--- src/rtl/shared_reg_pkg.sv ---
// rtl/shared_reg_pkg.sv - shared types and default sizing for the shared register arbiter
package shared_reg_pkg;

  typedef enum logic {
    IDLE = 1'b0,
    BUSY = 1'b1
  } state_t;

  localparam int DEF_WIDTH    = 6;
  localparam int DEF_N        = 4;
  localparam int DEF_MAX_HOLD = 3;
  localparam int HOLD_W       = 4;
  localparam int IDX_W        = 3;

endpackage

--- src/rtl/shared_reg_arbiter_rr_pick.sv ---
// rtl/shared_reg_arbiter_rr_pick.sv - combinational winner search upward from rr_ptr with wrap
module rr_pick
  import shared_reg_pkg::*;
#(
  parameter int N = DEF_N
) (
  input  logic [N-1:0]     req,
  input  logic [IDX_W-1:0] rr_ptr,
  output logic [IDX_W-1:0] winner,
  output logic             any_req
);

  logic [N-1:0]     rot;
  logic [IDX_W-1:0] off;
  logic [IDX_W:0]   sum;

  // Rotating the doubled vector puts rr_ptr at bit 0, so the lowest set bit is the winner offset.
  always_comb begin
    any_req = |req;
    rot     = N'({req, req} >> rr_ptr);
    off     = '0;
    for (int j = N - 1; j >= 0; j--) begin
      if (rot[j]) off = IDX_W'(j);
    end
    sum = {1'b0, rr_ptr} + {1'b0, off};
    if (sum >= (IDX_W + 1)'(N)) sum = sum - (IDX_W + 1)'(N);
    winner = sum[IDX_W-1:0];
  end

endmodule

--- src/rtl/shared_reg_arbiter.sv ---
// rtl/shared_reg_arbiter.sv - N-way arbiter loading one shared register, bounded hold per grant
// SHARED_REG_FIXED_PRIORITY_EN selects lowest-index priority instead of round-robin.
module shared_reg_arbiter
  import shared_reg_pkg::*;
#(
  parameter int Width   = DEF_WIDTH,
  parameter int N       = DEF_N,
  parameter int MaxHold = DEF_MAX_HOLD
) (
  input  logic               clk,
  input  logic               asyn_rst,
  input  logic [N-1:0]       req,
  input  logic [N*Width-1:0] data_in,
  output logic [N-1:0]       grant,
  output logic [2:0]         owner,
  output logic [Width-1:0]   data_out,
  output logic               valid_out
);

  state_t            state;
  logic [HOLD_W-1:0] hold_cnt;
  logic [IDX_W-1:0]  rr_ptr;
  logic [IDX_W-1:0]  winner;
  logic              any_req;
  logic [Width-1:0]  win_word;
  logic [Width-1:0]  own_word;
  logic              own_req;
  logic [N-1:0]      win_onehot;

`ifdef SHARED_REG_FIXED_PRIORITY_EN
  assign rr_ptr = '0;
`else
  logic [IDX_W-1:0] next_ptr;

  always_comb begin
    next_ptr = (owner == IDX_W'(N - 1)) ? '0 : owner + IDX_W'(1);
  end
`endif

  rr_pick #(
    .N(N)
  ) u_rr_pick (
    .req    (req),
    .rr_ptr (rr_ptr),
    .winner (winner),
    .any_req(any_req)
  );

  always_comb begin
    win_word   = '0;
    own_word   = '0;
    own_req    = 1'b0;
    win_onehot = '0;
    for (int i = 0; i < N; i++) begin
      if (winner == IDX_W'(i)) begin
        win_word      = data_in[i*Width +: Width];
        win_onehot[i] = 1'b1;
      end
      if (owner == IDX_W'(i)) begin
        own_word = data_in[i*Width +: Width];
        own_req  = req[i];
      end
    end
  end

  always_ff @(posedge clk or posedge asyn_rst) begin
    if (asyn_rst) begin
      state     <= IDLE;
      grant     <= '0;
      owner     <= '0;
      data_out  <= '0;
      valid_out <= 1'b0;
      hold_cnt  <= '0;
`ifndef SHARED_REG_FIXED_PRIORITY_EN
      rr_ptr    <= '0;
`endif
    end else begin
      case (state)
        IDLE: begin
          if (any_req) begin
            state     <= BUSY;
            grant     <= win_onehot;
            owner     <= winner;
            data_out  <= win_word;
            valid_out <= 1'b1;
            hold_cnt  <= HOLD_W'(1);
          end else begin
            grant     <= '0;
            valid_out <= 1'b0;
            hold_cnt  <= '0;
          end
        end
        BUSY: begin
          // Non-owner requests are invisible here; only the owner's word can load.
          if (own_req && (hold_cnt < HOLD_W'(MaxHold))) begin
            data_out  <= own_word;
            valid_out <= 1'b1;
            hold_cnt  <= hold_cnt + HOLD_W'(1);
          end else begin
            state     <= IDLE;
            grant     <= '0;
            owner     <= '0;
            valid_out <= 1'b0;
            hold_cnt  <= '0;
`ifndef SHARED_REG_FIXED_PRIORITY_EN
            rr_ptr    <= next_ptr;
`endif
          end
        end
        default: state <= IDLE;
      endcase
    end
  end

endmodule

--- config.mk ---
export PLATFORM = sky130hd
export DESIGN_NAME = shared_reg_arbiter
export DESIGN_NICKNAME = d
export VERILOG_FILES = /design/src/rtl/shared_reg_pkg.sv /design/src/rtl/shared_reg_arbiter_rr_pick.sv /design/src/rtl/shared_reg_arbiter.sv
export SDC_FILE = /design/constraint.sdc
export NUM_CORES = 1
export LEC_CHECK = 0
export ABC_AREA = 0
export ABC_CLOCK_PERIOD_IN_PS = 3300
export CAP_MARGIN = 20
export CORE_AREA = 8 8 66 68
export DETAILED_ROUTE_END_ITERATION = 8
export DIE_AREA = 0 0 74 76
export GPL_ROUTABILITY_DRIVEN = 1
export PLACE_DENSITY = 0.86
export SKIP_CTS_REPAIR_TIMING = 1
export SYNTH_ARGS = -nofsm -noshare
export SYNTH_HDL_FRONTEND = slang
export SYNTH_SLANG_ARGS = --single-unit
--- constraint.sdc ---
create_clock -name clk -period 3.3 [get_ports clk]
set_input_delay 0.495 -clock clk [delete_from_list [all_inputs] [get_ports clk]]
set_output_delay 0.495 -clock clk [all_outputs]
set_load 0.05 [all_outputs]
# --- Word-level counts from Yosys, hierarchy flattened ---
# Index checks and enable logic that the tools add are counted.
# W data, S select, Z words.
classes:
  add_sub_neg: 4
  order_cmp: 2
  n_eq_ne: 9
  n_shift: 1
  muxes: 37
  n_bitwise: 2
  n_reduce_logical: 7
ops:
  columns: ["cell", "n"]
  rows:
  - ["$mux W6", 10]
  - ["$pmux W4 S2", 2]
  - ["$eq A3 B2 Y1 const B", 4]
  - ["$mux W3", 4]
  - ["$mux W4", 3]
  - ["$pmux W6 S2", 1]
  - ["$mux W1", 11]
  - ["$mux W2", 4]
  - ["$shr A8 B3 Y4", 1]
  - ["$eq A3 B1 Y1 const B", 2]
  - ["$logic_not A3 Y1", 2]
  - ["$pmux W3 S2", 1]
  - ["$reduce_and A2 Y1", 3]
  - ["$add A3 B2 Y4", 1]
  - ["$add A4 B1 Y4 const B", 1]
  - ["$ge A4 B3 Y1 const B", 1]
  - ["$lt A4 B2 Y1 const B", 1]
  - ["$ne A2 B2 Y1 const B", 2]
  - ["$reduce_or A4 Y1", 1]
  - ["$add A3 B1 Y3 const B", 1]
  - ["$sub A3 B3 Y3 const B", 1]
  - ["$ne A2 B1 Y1 const B", 1]
  - ["$not A1 Y1", 2]
  - ["$pmux W1 S2", 1]
  - ["$logic_and A1 B1 Y1", 1]
word_totals:
  regBits: 21
  inputBits: 30
  out_inout_bits: 14
  word_cells: 68

# --- Longest topological paths before layout ---
logic_depth:
  word_depth: 15
  depth_mapped: 12
  mapped_depth_nobuf: 10

# --- Hierarchy ---
# Synthesis repeated with hierarchy kept, for this count alone.
unflattened:
  cells_unflattened: 142
  area_unflattened_um2: 1521.5
modules_own_cells:
  columns: ["mod", "n_inst", "cells_each", "area_per_inst_um2", "seq_area_each_um2"]
  rows:
  - ["shared_reg_arbiter", 1, 119, 1300.0, 525.5]
  - ["rr_pick", 1, 23, 221.5, 0.0]

# --- Least setup slack after synthesis ---
# No wires, ideal clock.
synth_timing:
  path_kind: "flip-flop to flip-flop"
  start: "reg rr_ptr[0]"
  end: "reg data_out[1]"
  setup_time_ns: 0.125
  arrival_time_ns: 2.690
  required_ns: 3.175
  setup_slack_ns: 0.485
  path_stages_with_launch: 13
  path_buffers: 2
  synth_period_minus_slack_ns: 2.815
  path_cell_list: "dfrtp_1 > clkbuf_1 > mux2_2 > o21ai_0 > o21ai_0 > o21ai_0 > ha_1 > fa_1 > clkbuf_1 > mux4_2 > inv_1 > o22ai_1 > mux2_4"
synth_via:
  elab_chain_len: 15
  elab_cells_between_ends: 19
  cone_classes: "add/sub (2); order compare (1); eq/ne (3); shift (1); mux (11); reduce/logical (1)"
synth_lines:
  columns: ["item", "line_no", "text"]
  rows:
  - ["from (decl)", "shared_reg_arbiter.sv:22", "logic [IDX_W-1:0] rr_ptr;"]
  - ["from (signal assigned)", "shared_reg_arbiter.sv:106", "rr_ptr <= next_ptr;"]
  - ["$shr A8 B3 Y4", "shared_reg_arbiter_rr_pick.sv:20", "rot = N'({req, req} >> rr_ptr);"]
  - ["$mux W2 (4 in a row)", "shared_reg_arbiter_rr_pick.sv:23", "if (rot[j]) off = IDX_W'(j);"]
  - ["$add A3 B2 Y4 *", "shared_reg_arbiter_rr_pick.sv:25", "sum = {1'b0, rr_ptr} + {1'b0, off};"]
  - ["$ge A4 B3 Y1 / $sub A3 B3 Y3 (equally long branches)", "shared_reg_arbiter_rr_pick.sv:26", "if (sum >= (IDX_W + 1)'(N)) sum = sum - (IDX_W + 1)'(N);"]
  - ["$mux W3 *", "shared_reg_arbiter_rr_pick.sv:26", null]
  - ["$logic_not A3 Y1", "shared_reg_arbiter.sv:55", "if (winner == IDX_W'(i)) begin"]
  - ["$mux W6 (3 in a row)", "shared_reg_arbiter.sv:55", null]
  - ["$mux W6 *", "shared_reg_arbiter.sv:55", null]
  - ["$mux W6 *", "shared_reg_arbiter.sv:80", "if (any_req) begin"]
  - ["$pmux W6 S2 *", "shared_reg_arbiter.sv:78", "case (state)"]
  - ["to (signal assigned)", "shared_reg_arbiter.sv:84", "data_out <= win_word;"]
  - ["to (signal assigned)", "shared_reg_arbiter.sv:96", "data_out <= own_word;"]
  - ["to (decl)", "shared_reg_arbiter.sv:16", "output logic [Width-1:0] data_out,"]
# Every way passes the cells marked *; elsewhere a longest branch is shown, timed or not. The select of a mux whose other input is x is not followed.
# A chain may end at the register's enable or synchronous reset.

# --- Worst setup path in the final report ---
layout_timing:
  start: "in req[1]"
  end: "reg data_out[2]"
layout_via:
  elab_chain_len: 15
  elab_cells_between_ends: 27
  cone_classes: "add/sub (2); order compare (1); eq/ne (5); shift (1); mux (14); reduce/logical (4)"
layout_lines:
  columns: ["item", "line_no", "text"]
  rows:
  - ["from (decl)", "shared_reg_arbiter.sv:12", "input logic [N-1:0] req,"]
  - ["$shr A8 B3 Y4", "shared_reg_arbiter_rr_pick.sv:20", null]
  - ["$mux W2 (4 in a row)", "shared_reg_arbiter_rr_pick.sv:23", null]
  - ["$add A3 B2 Y4", "shared_reg_arbiter_rr_pick.sv:25", null]
  - ["$ge A4 B3 Y1 / $sub A3 B3 Y3 (equally long branches)", "shared_reg_arbiter_rr_pick.sv:26", null]
  - ["$mux W3", "shared_reg_arbiter_rr_pick.sv:26", null]
  - ["$logic_not A3 Y1", "shared_reg_arbiter.sv:55", null]
  - ["$mux W6 (4 in a row)", "shared_reg_arbiter.sv:55", null]
  - ["$mux W6", "shared_reg_arbiter.sv:80", null]
  - ["$pmux W6 S2", "shared_reg_arbiter.sv:78", null]
# Several ways; a longest one is shown, not always the timed one. The select of a mux whose other input is x is not followed.

==> key figures <==
Run status
  – Run status: finished, final reports clean

Power and ir drop
  – Clock power share: 0.061
  – Switching Fraction: 0.475
  – Power Density: 1100 nW/um^2
  – Comb power frac: 0.733
  – Max VDD drop: 0.636 mV
  – Leak: 0.849 nW
  – Switching Power: 1.05 mW
  – Int Pwr: 1.16 mW
  – Reg power frac: 0.206
  – Power, Total: 2.21 mW

Timing
  – Unrepaired setup endpoints after global routing: no
  – Crit path time final: 3.00 ns
  – Fmax: 333 MHz
  – Final period utilization: 0.910
  – Final Max Tran Viols: 0
  – Slew headroom: 0.449
  – Final worst slack: 0.298 ns
  – Setup_tns: 0 ns
  – Worst-margin pin slew: 0.826 ns
  – Final Hold Violating Endpoints: 0
  – Final Skew: 0.00194 ns
  – Final setup viols: 0

Synthesis
  – Post-synth top cells: dfrtp_1 (21), inv_1 (16), o22ai_1 (8), ha_1 (7), nand2_1 (7)
  – Post-synth ARST share: 1.00
  – Warnings, synthesis: 0
  – Area of the mapped netlist: 1500 sq um
  – Leading area contributor after synthesis: dfrtp_1
  – Most frequent cell after synthesis: dfrtp_1
  – Synth Area in Simple Gates: 0.118
  – Synth unique cells: 41
  – Post-Synth XOR/XNOR Area: 0
  – Dominant synthesized flop cell: dfrtp_1
  – Area contributors post-synth: dfrtp_1 (35%), mux4_2 (9.0%), mux2_4 (6.0%)
  – Post-Synth Adder-Cell Area: 0.0717
  – Mux contribution to synthesized area: 0.172
  – Post-synth EDFFs: 0
  – FF+latch count, synth: 21
  – Syn avg cell area: 10.6 sq um
  – Area share of the largest cell type after synthesis: 0.350
  – Complex-gate fraction of the synthesized area: 0.218
  – Largest family of logic cells by synthesized area: compound AO/OA/AOI/OAI gates
  – Syn Inst Count: 141
  – Sequential area share after synthesis: 0.350

Worst setup path
  – Worst reg2reg startpoint: rr_ptr[0]
  – Flop2flop setup slack: 0.38 ns
  – CP top delay family: adder cells
  – CP max FO: 7
  – Slowest cell on crit path: fa_1
  – WP data arrival: 3.22 ns
  – Worst R2R End: data_out[2]
  – CP Class: primary input to flip-flop
  – Startpoint Class: primary input
  – Worst path cell trace: clkdlybuf4s50_1, and3b_1, o21ai_0, o21ai_0, ha_1, fa_1, mux4_2, inv_1, o22ai_1, mux2_4
  – Critical Path Max Stage Delay: 0.71 ns
  – Buf/Inv on CP: 2
  – Worst EP required: 3.52 ns
  – CP Capture Type: flip-flop
  – R2R depth: 10
  – Most frequent CP cell: o21ai_0

Floorplan
  – Die Wd: 74 um
  – Die footprint: 5620 sq um
  – Row Count: 22
  – Core ar.: 3440 sq um
  – I/O pin cnt: 44
  – Starting density of the core: 0.436
  – Die Y: 76 um

Drt
  – DR DRC count: 0
  – Antenna Nets Post-Route: 0
  – Detailed-route via count: 1,351
  – Final WL: 4.30 mm
  – Via-to-Cell Ratio: 5.77
  – 1st-iter DRT viols: 125
  – Highest Signal Layer: met4
  – Drt wl/cell: 18.4 um
  – Met3 WL: 311 um
  – Metal2 WL: 2.20 mm
  – M1 WL: 1.72 mm
  – Drt first pass iters: 4

Layout
  – Fillcell total: 277
  – Final net count: 225
  – Layout area overhead: 34.1%
  – Ant diodes: 0
  – Final design utilization: 0.585
  – Layout cells sized above 1: 0.156
  – Non-Filler Instances: 234

GRT
  – Vias in the first global route: 1,445
  – Gr ovfl total: 0
  – Initial antenna violation count: 0
  – First-pass GRT wire length: 7.15 mm
  – Total Routing Usage GR: 0.158
  – Largest net degree at the start of global routing: 22

Placement
  – Dpl ws: -0.0237 ns
  – Placed cells: 230
  – DPL Wire Length: 3.30 mm
  – GP Congestion: 0.787
  – PortBufs: 43

Job
  – Max-Cap Viols: 0

CTS
  – CTS max path bufs: 2
  – H-tree depth: 1
  – Clock root buffer: clkbuf_4
  – CTS tree: built
  – Clk slew on worst S/H paths: 0.13 ns
  – Clock latency on the worst-skew pair: 0.32 ns
  – CTS buffer count: 3
  – CTS Sinks: 21

Min path
  – Hold endpoint: hold_cnt[0]
  – Tightest Hold Check Type: flip-flop to flip-flop
  – Worst hold path depth: 1
  – Worst hold start: hold_cnt[0]
[power groups by stage]
stage	clock network [mW]	logic (mW)	registers, mW
detailed placement	0	1.61	0.455
CTS	0.138	1.61	0.453
floorplan	0	1.00	0.654
global placement	0	1.56	0.457
global route	0.149	1.73	0.470
finish	0.136	1.62	0.454
[area by class of cell]
cell class | count | area, sq um | area share
repair buffers | 47 | 460 | 0.229
multi-input cells | 98 | 876 | 0.435
clock buffers | 3 | 22.5 | 0.0112
well taps | 48 | 60.1 | 0.0299
inverters | 16 | 60.1 | 0.0299
flip-flops and latches | 21 | 526 | 0.261
clock inverters | 1 | 7.51 | 0.00373
[logic make-up after synthesis]
group | Yosys count
other | 1
AND/OR/NAND/NOR | 31
flip-flops | 21
adder cells (fa/ha/maj) | 8
multiplexers | 15
AO/OA/AOI/OAI | 42
buffers and inverters | 23
[registers in the layout, summed over array words and instances (netlist names)]
register / cells
grant: 4
state: 1
owner: 3
hold_cnt: 4
rr_ptr: 3
data_out: 6
[worst reg2reg max path, stage by stage, from the launching register on]
cell     delay [ns]
dfrtp_1        0.56
mux2_2         0.39
o21ai_0        0.13
o21ai_0        0.09
o21ai_0        0.10
ha_1           0.22
fa_1           0.57
mux4_2         0.35
inv_1          0.08
o22ai_1        0.07
mux2_4         0.26
[metal layers]
layer / vias to the layer above / track usage
li1: 623 / -
met4: 0 / 0.0620
met3: 6 / 0.0355
met5: - / 0
met2: 58 / 0.253
met1: 664 / 0.198
[placed cells by master (no fill, tap or decap), types with 2 or more instances in the layout]
| master | Yosys | layout |
|---|---|---|
| clkdlybuf4s50_1 | 0 | 43 |
| dfrtp_1 | 21 | 21 |
| inv_1 | 16 | 16 |
| o22ai_1 | 8 | 8 |
| nand2_1 | 7 | 7 |
| ha_1 | 7 | 7 |
| o21ai_0 | 6 | 6 |
| nor2b_1 | 6 | 6 |
| mux4_2 | 6 | 6 |
| o221ai_1 | 6 | 6 |
| a221oi_1 | 6 | 6 |
| mux2_4 | 6 | 6 |
| nor2_1 | 4 | 4 |
| a32o_1 | 4 | 4 |
| buf_4 | 0 | 4 |
| clkbuf_4 | 0 | 3 |
| or2_2 | 2 | 2 |
| nor3b_1 | 2 | 2 |
| a211o_1 | 2 | 2 |
| a21oi_1 | 2 | 2 |
| mux2_2 | 2 | 2 |
| o31ai_1 | 2 | 2 |
| conb_1 | 1 | 2 |
[metrics by stage]
step	hold slack, ns	area [sq um]
floorplan	0.442	1500
global placement	0.469	1980
detailed placement	0.467	1980
CTS	0.486	2010
global route	0.526	2010
finish	0.487	2010
[how the worst max path moves through the flow]
stage / start / to / slack (ns) / cells after the start
2_1_floorplan: rr_ptr[0] / data_out[1] / 0.49 / 12
5_1_grt: req[0] / data_out[2] / 0.21 / 9
3_5_place_dp: req[1] / data_out[0] / -0.02 / 10
4_1_cts: req[1] / data_out[5] / 0.31 / 10
3_3_place_gp: req[1] / data_out[5] / 0.03 / 10
6_report: req[1] / data_out[2] / 0.30 / 10
(Power assumes the default switching activity.)
==> patch 1 (config.mk and constraints unchanged) <==
Build with the macro `SHARED_REG_FIXED_PRIORITY_EN` defined.
--- a/src/rtl/shared_reg_arbiter.sv
+++ b/src/rtl/shared_reg_arbiter.sv
@@ -1,5 +1,7 @@
 // rtl/shared_reg_arbiter.sv - N-way arbiter loading one shared register, bounded hold per grant
 // SHARED_REG_FIXED_PRIORITY_EN selects lowest-index priority instead of round-robin.
+`define SHARED_REG_FIXED_PRIORITY_EN
+
 module shared_reg_arbiter
   import shared_reg_pkg::*;
 #(
Check against the original RTL: not equivalent (a bounded check fails within 4 cycles, from zero or initial values and one cycle with asyn_rst high).
==> patch 1 against the unedited design <==
- final cell count decreased by 12%
- area after synthesis decreased by 24%
- cell area decreased by 20%
- sequential share of layout area increased by 0.38 points
- sequential cell count decreased by 4
- largest cell class unchanged
- via count decreased by 17%
- worst setup slack improved by 0.50 ns
- wire length decreased by 26%
Power is not compared: it rests on default switching activity, and its combinational part moved more than twofold at a synthesized area within 25%.
==> patch 1: results <==
{
  "grt_first_pass_wirelength_mm": 5.24,
  "antenna_cells": 0,
  "nNetsFinal": 191,
  "reg2reg_from": "state",
  "status": "completed",
  "setup_viol": 0,
  "yosys-top-cells-area": "dfrtp_1, mux4_2, nand2_1, a311o_1, o21ai_0",
  "h-tree-depth": 1,
  "synth_common_cells": "dfrtp_1, nand2_1, nor2_1, o21ai_0",
  "dpl.hpwl_mm": 2.54,
  "clk_latency_ns": 0.30,
  "synth_ff_type": "dfrtp_1",
  "drt-initial-drc-count": 56,
  "grt_usage_pct": 11.6,
  "drive_above_1_share_pct": 8.81,
  "cts_buffer_depth": 2,
  "max-vdd-ir-drop_mv": 0.167,
  "grt_pass1_vias": 1100,
  "r2r-end": "data_out[0]",
  "place_area_um2": 1580,
  "ff2ff_setup_slack_ns": 1.30,
  "vias_per_cell": 5.44,
  "async_flop_share_pct": 100,
  "finalClockSkew_ns": 0.00681,
  "worst_r2r_path_depth": 4,
  "relSlewSlack_pct": 56.4,
  "placed_cells": 203,
  "fin_cells": 207,
  "worstHoldStart": "hold_cnt[0]",
  "wire_per_inst_um": 15.4,
  "yosysSeqAreaShare_pct": 37.2,
  "grt_max_degree": 22,
  "clkTransAtPathRegs_ns": 0.10,
  "gp_congestion": 0.800,
  "netlist_instances": 120,
  "port_buffers": 42,
  "leakagePower_nw": 0.624,
  "cpMaxStageDelayCell": "clkdlybuf4s50_1",
  "post_synth_num_cell_types": 37,
  "worst_hold_path.num_cells": 1,
  "crit_fanout": 21,
  "slowest_delay_ns": 0.93,
  "hold_path_class": "flip-flop to flip-flop",
  "drtPass1Iterations": 6,
  "critical-path-top-delay-family": "buffers and inverters",
  "grt_antenna_before_repair": 0,
  "cts-root-buf": "clkbuf_4"
}
-- patch 1: changes by cell type after synthesis, moves of 6 or more --
cell and change:
o22ai_1 -7, ha_1 -6, a221oi_1 -6, inv_1 -9, nor3_1 +6, mux2_4 -6, a31oi_1 +6
-- patch 1: per-layer routing --
layer / track usage [%] / up-vias / part of all wire [%]
met5: 0 / - / 0
met1: 14.3 / 529 / 43
met2: 18.0 / 57 / 47
met4: 6.60 / 0 / 2.4
met3: 1.97 / 5 / 7.4
li1: - / 535 / -
-- patch 1: layout make-up --
| class | count | area, µm² |
|---|---|---|
| Timing Repair Buffer | 42 | 420 |
| Inverter | 7 | 26.3 |
| Clock buffer | 3 | 22.5 |
| Fill cell | 340 | 1840 |
| Clock inverter | 1 | 5.00 |
| Multi-Input combinational cell | 89 | 646 |
| Tap cell | 48 | 60.1 |
| Sequential cell | 17 | 425 |
-- patch 1: power by group --
part | switching [mW] | internal, mW | leakage [nW]
sequential | 0.0805 | 0.270 | 0.210
clock | 0.0667 | 0.0452 | 0.0177
combinational | 0.336 | 0.224 | 0.397
total | 0.484 | 0.540 | 0.624
-- patch 1: stage by stage --
step | utilization, % | power [mW] | setup slack, ns | hold WS, ns
4_1_cts | 46.7 | 1.03 | 0.808 | 0.478
2_1_floorplan | - | 0.718 | 1.48 | 0.421
3_3_place_gp | 45.9 | 0.909 | 0.914 | 0.458
5_1_grt | 46.7 | 1.08 | 0.738 | 0.520
6_report | 46.7 | 1.02 | 0.803 | 0.478
3_5_place_dp | 45.9 | 0.919 | 0.895 | 0.465
-- patch 1: cell families after synthesis --
family / after synthesis / share of synthesized area, %
AOI/OAI and AO/OA: 38 / 24.4
buffers and inverters: 16 / 6.90
DFF: 17 / 37.2
and+or+nand+nor: 40 / 18.4
adders and majority gates: 1 / 1.10
other: 1 / 0.328
muxes: 7 / 11.6
-- patch 1: worst max-delay path by stage --
stage,slack [ns],from,cells past startpoint,to
final,0.80,state,1,valid_out
after floorplan,1.48,owner[0],4,grant[3]
after detailed placement,0.90,req[2],5,data_out[0]
after global routing,0.74,state,1,valid_out
after CTS,0.81,state,1,valid_out
after global placement,0.91,req[2],5,data_out[3]
==> patch 2 (config.mk and constraints unchanged) <==
Without the edit above. Reset style: synchronous (`asyn_rst`), changed in one clocked block.
--- a/src/rtl/shared_reg_arbiter.sv
+++ b/src/rtl/shared_reg_arbiter.sv
@@ -63,7 +63,7 @@
     end
   end
 
-  always_ff @(posedge clk or posedge asyn_rst) begin
+  always_ff @(posedge clk) begin
     if (asyn_rst) begin
       state     <= IDLE;
       grant     <= '0;
Check against the original RTL: differs if asyn_rst is asserted again (counterexample within 4 cycles, from zero or initial values and one cycle with asyn_rst high); with asyn_rst held inactive, the same outputs for 10 cycles.
==> patch 2 against the unedited design <==
- critical path type unchanged
- worst setup slack worse by 0.040 ns
- area after synthesis unchanged
- wire length up 3.3%
- sequential cell count unchanged
- cell area up 0.62%
- worst hold slack worse by 0.0060 ns
Power is not compared: it rests on default switching activity, and its combinational part moved more than twofold at a synthesized area within 25%.
==> patch 2: results <==
{
  "finalClockSkew_ns": 0.00658,
  "grt_pass1_vias": 1447,
  "ff2ff_setup_slack_ns": 0.35,
  "netlist_instances": 157,
  "final.fill_count": 297,
  "grt_usage_pct": 15.7,
  "crit_fanout": 7,
  "vias": 1470,
  "leakagePower_nw": 0.726,
  "synth_common_cells": "dfxtp_1, inv_1, a211oi_1",
  "dpl.hpwl_mm": 3.40,
  "drt-initial-drc-count": 139,
  "ys.warnings.count": 0,
  "relSlewSlack_pct": 49.7,
  "gp_congestion": 0.949,
  "nNetsFinal": 241,
  "hold_ws_ns": 0.481,
  "wire_per_inst_um": 17.8,
  "yosysSeqAreaShare_pct": 28.0,
  "cts-root-buf": "clkbuf_4",
  "placed_cells": 246,
  "status": "completed",
  "async_flop_share_pct": 0,
  "h-tree-depth": 1,
  "top_register": "data_out",
  "pre_cts_ws_ns": -0.0277,
  "grt_first_pass_wirelength_mm": 7.11,
  "drive_above_1_share_pct": 13.4,
  "cp-end-kind": "flip-flop",
  "drtPass1Iterations": 4,
  "grt_max_degree": 23,
  "clk_latency_ns": 0.31,
  "cp.arrival_ns": 3.25,
  "cts_buffer_depth": 2,
  "grt_antenna_before_repair": 0,
  "antenna_cells": 0,
  "max-vdd-ir-drop_mv": 0.336,
  "finalCritPeriodShare_pct": 92.2,
  "yosys-top-cells-area": "dfxtp_1, mux4_2, a211oi_1, ha_1, o32a_1",
  "totalWireLength_mm": 4.45,
  "port_buffers": 43,
  "top_regs": "data_out x6, grant x4, hold_cnt x4",
  "post_synth_num_cell_types": 48
}
## patch 2: changes by cell type in the layout (fill, tap and decap cells not counted), sizes merged, moves of 5 or more
cell	delta
a211oi	+11
dfrtp	-21
dfxtp	+21
mux2	-7
nand2b	+6
o221ai	-5
o22ai	-5
o2bb2ai	+6
o32a	+6
## patch 2: area by class of cell
type | instances | area share, %
Tap cell | 48 | 2.97
Inverter | 13 | 2.41
Multi-Input combinational cell | 116 | 49.4
Timing Repair Buffer | 48 | 23.1
Sequential cell | 21 | 20.8
Clock buffer | 4 | 1.30
## patch 2: worst max-delay path: stages
cell and delay [ns]:
clkdlybuf4s50_1 0.48, mux2i_1 0.25, nand2_1 0.11, or2_2 0.29, mux2i_1 0.27, fa_1 0.61, mux4_2 0.27, inv_1 0.04
o32a_1 0.18, a211oi_1 0.27
## patch 2: final timing paths
| check | from | to | cells past startpoint |
|---|---|---|---|
| worst min register to register | grant[1] | grant[1] | 1 |
| worst max-delay path | req[1] | data_out[5] | 10 |
| worst min-delay path | grant[1] | grant[1] | 1 |
| worst max register to register | rr_ptr[0] | data_out[5] | 9 |
## patch 2: kinds of logic (layout without fill, tap and decap cells)
group	count (synthesis)	count (layout)	share of synthesized area, %
adders and majority gates	8	8	7.17
other	1	2	0.250
AOI/OAI and AO/OA	53	53	29.0
DFF	21	21	28.0
buffers and inverters	21	65	5.50
muxes	12	12	13.1
and+or+nand+nor	41	41	16.9
## patch 2: where the power goes
group / internal (mW) / switching, mW / leakage (nW)
sequential: 0.286 / 0.0295 / 0.173
clock: 0.0472 / 0.0793 / 0.0150
combinational: 0.251 / 0.302 / 0.538
## patch 2: stage by stage
step,cell area [µm²],power [mW]
global placement,2000,0.855
finish,2020,0.995
CTS,2020,0.990
floorplan,1500,0.694
global route,2020,1.05
detailed placement,2000,0.865
## patch 2: per-layer routing
metal | up-vias | share of wire (%) | track usage (%)
met4 | 0 | 0.63 | 2.80
met3 | 6 | 8.1 | 3.68
li1 | 700 | - | -
met2 | 62 | 49 | 25.5
met5 | - | 0 | 0
met1 | 702 | 43 | 20.3
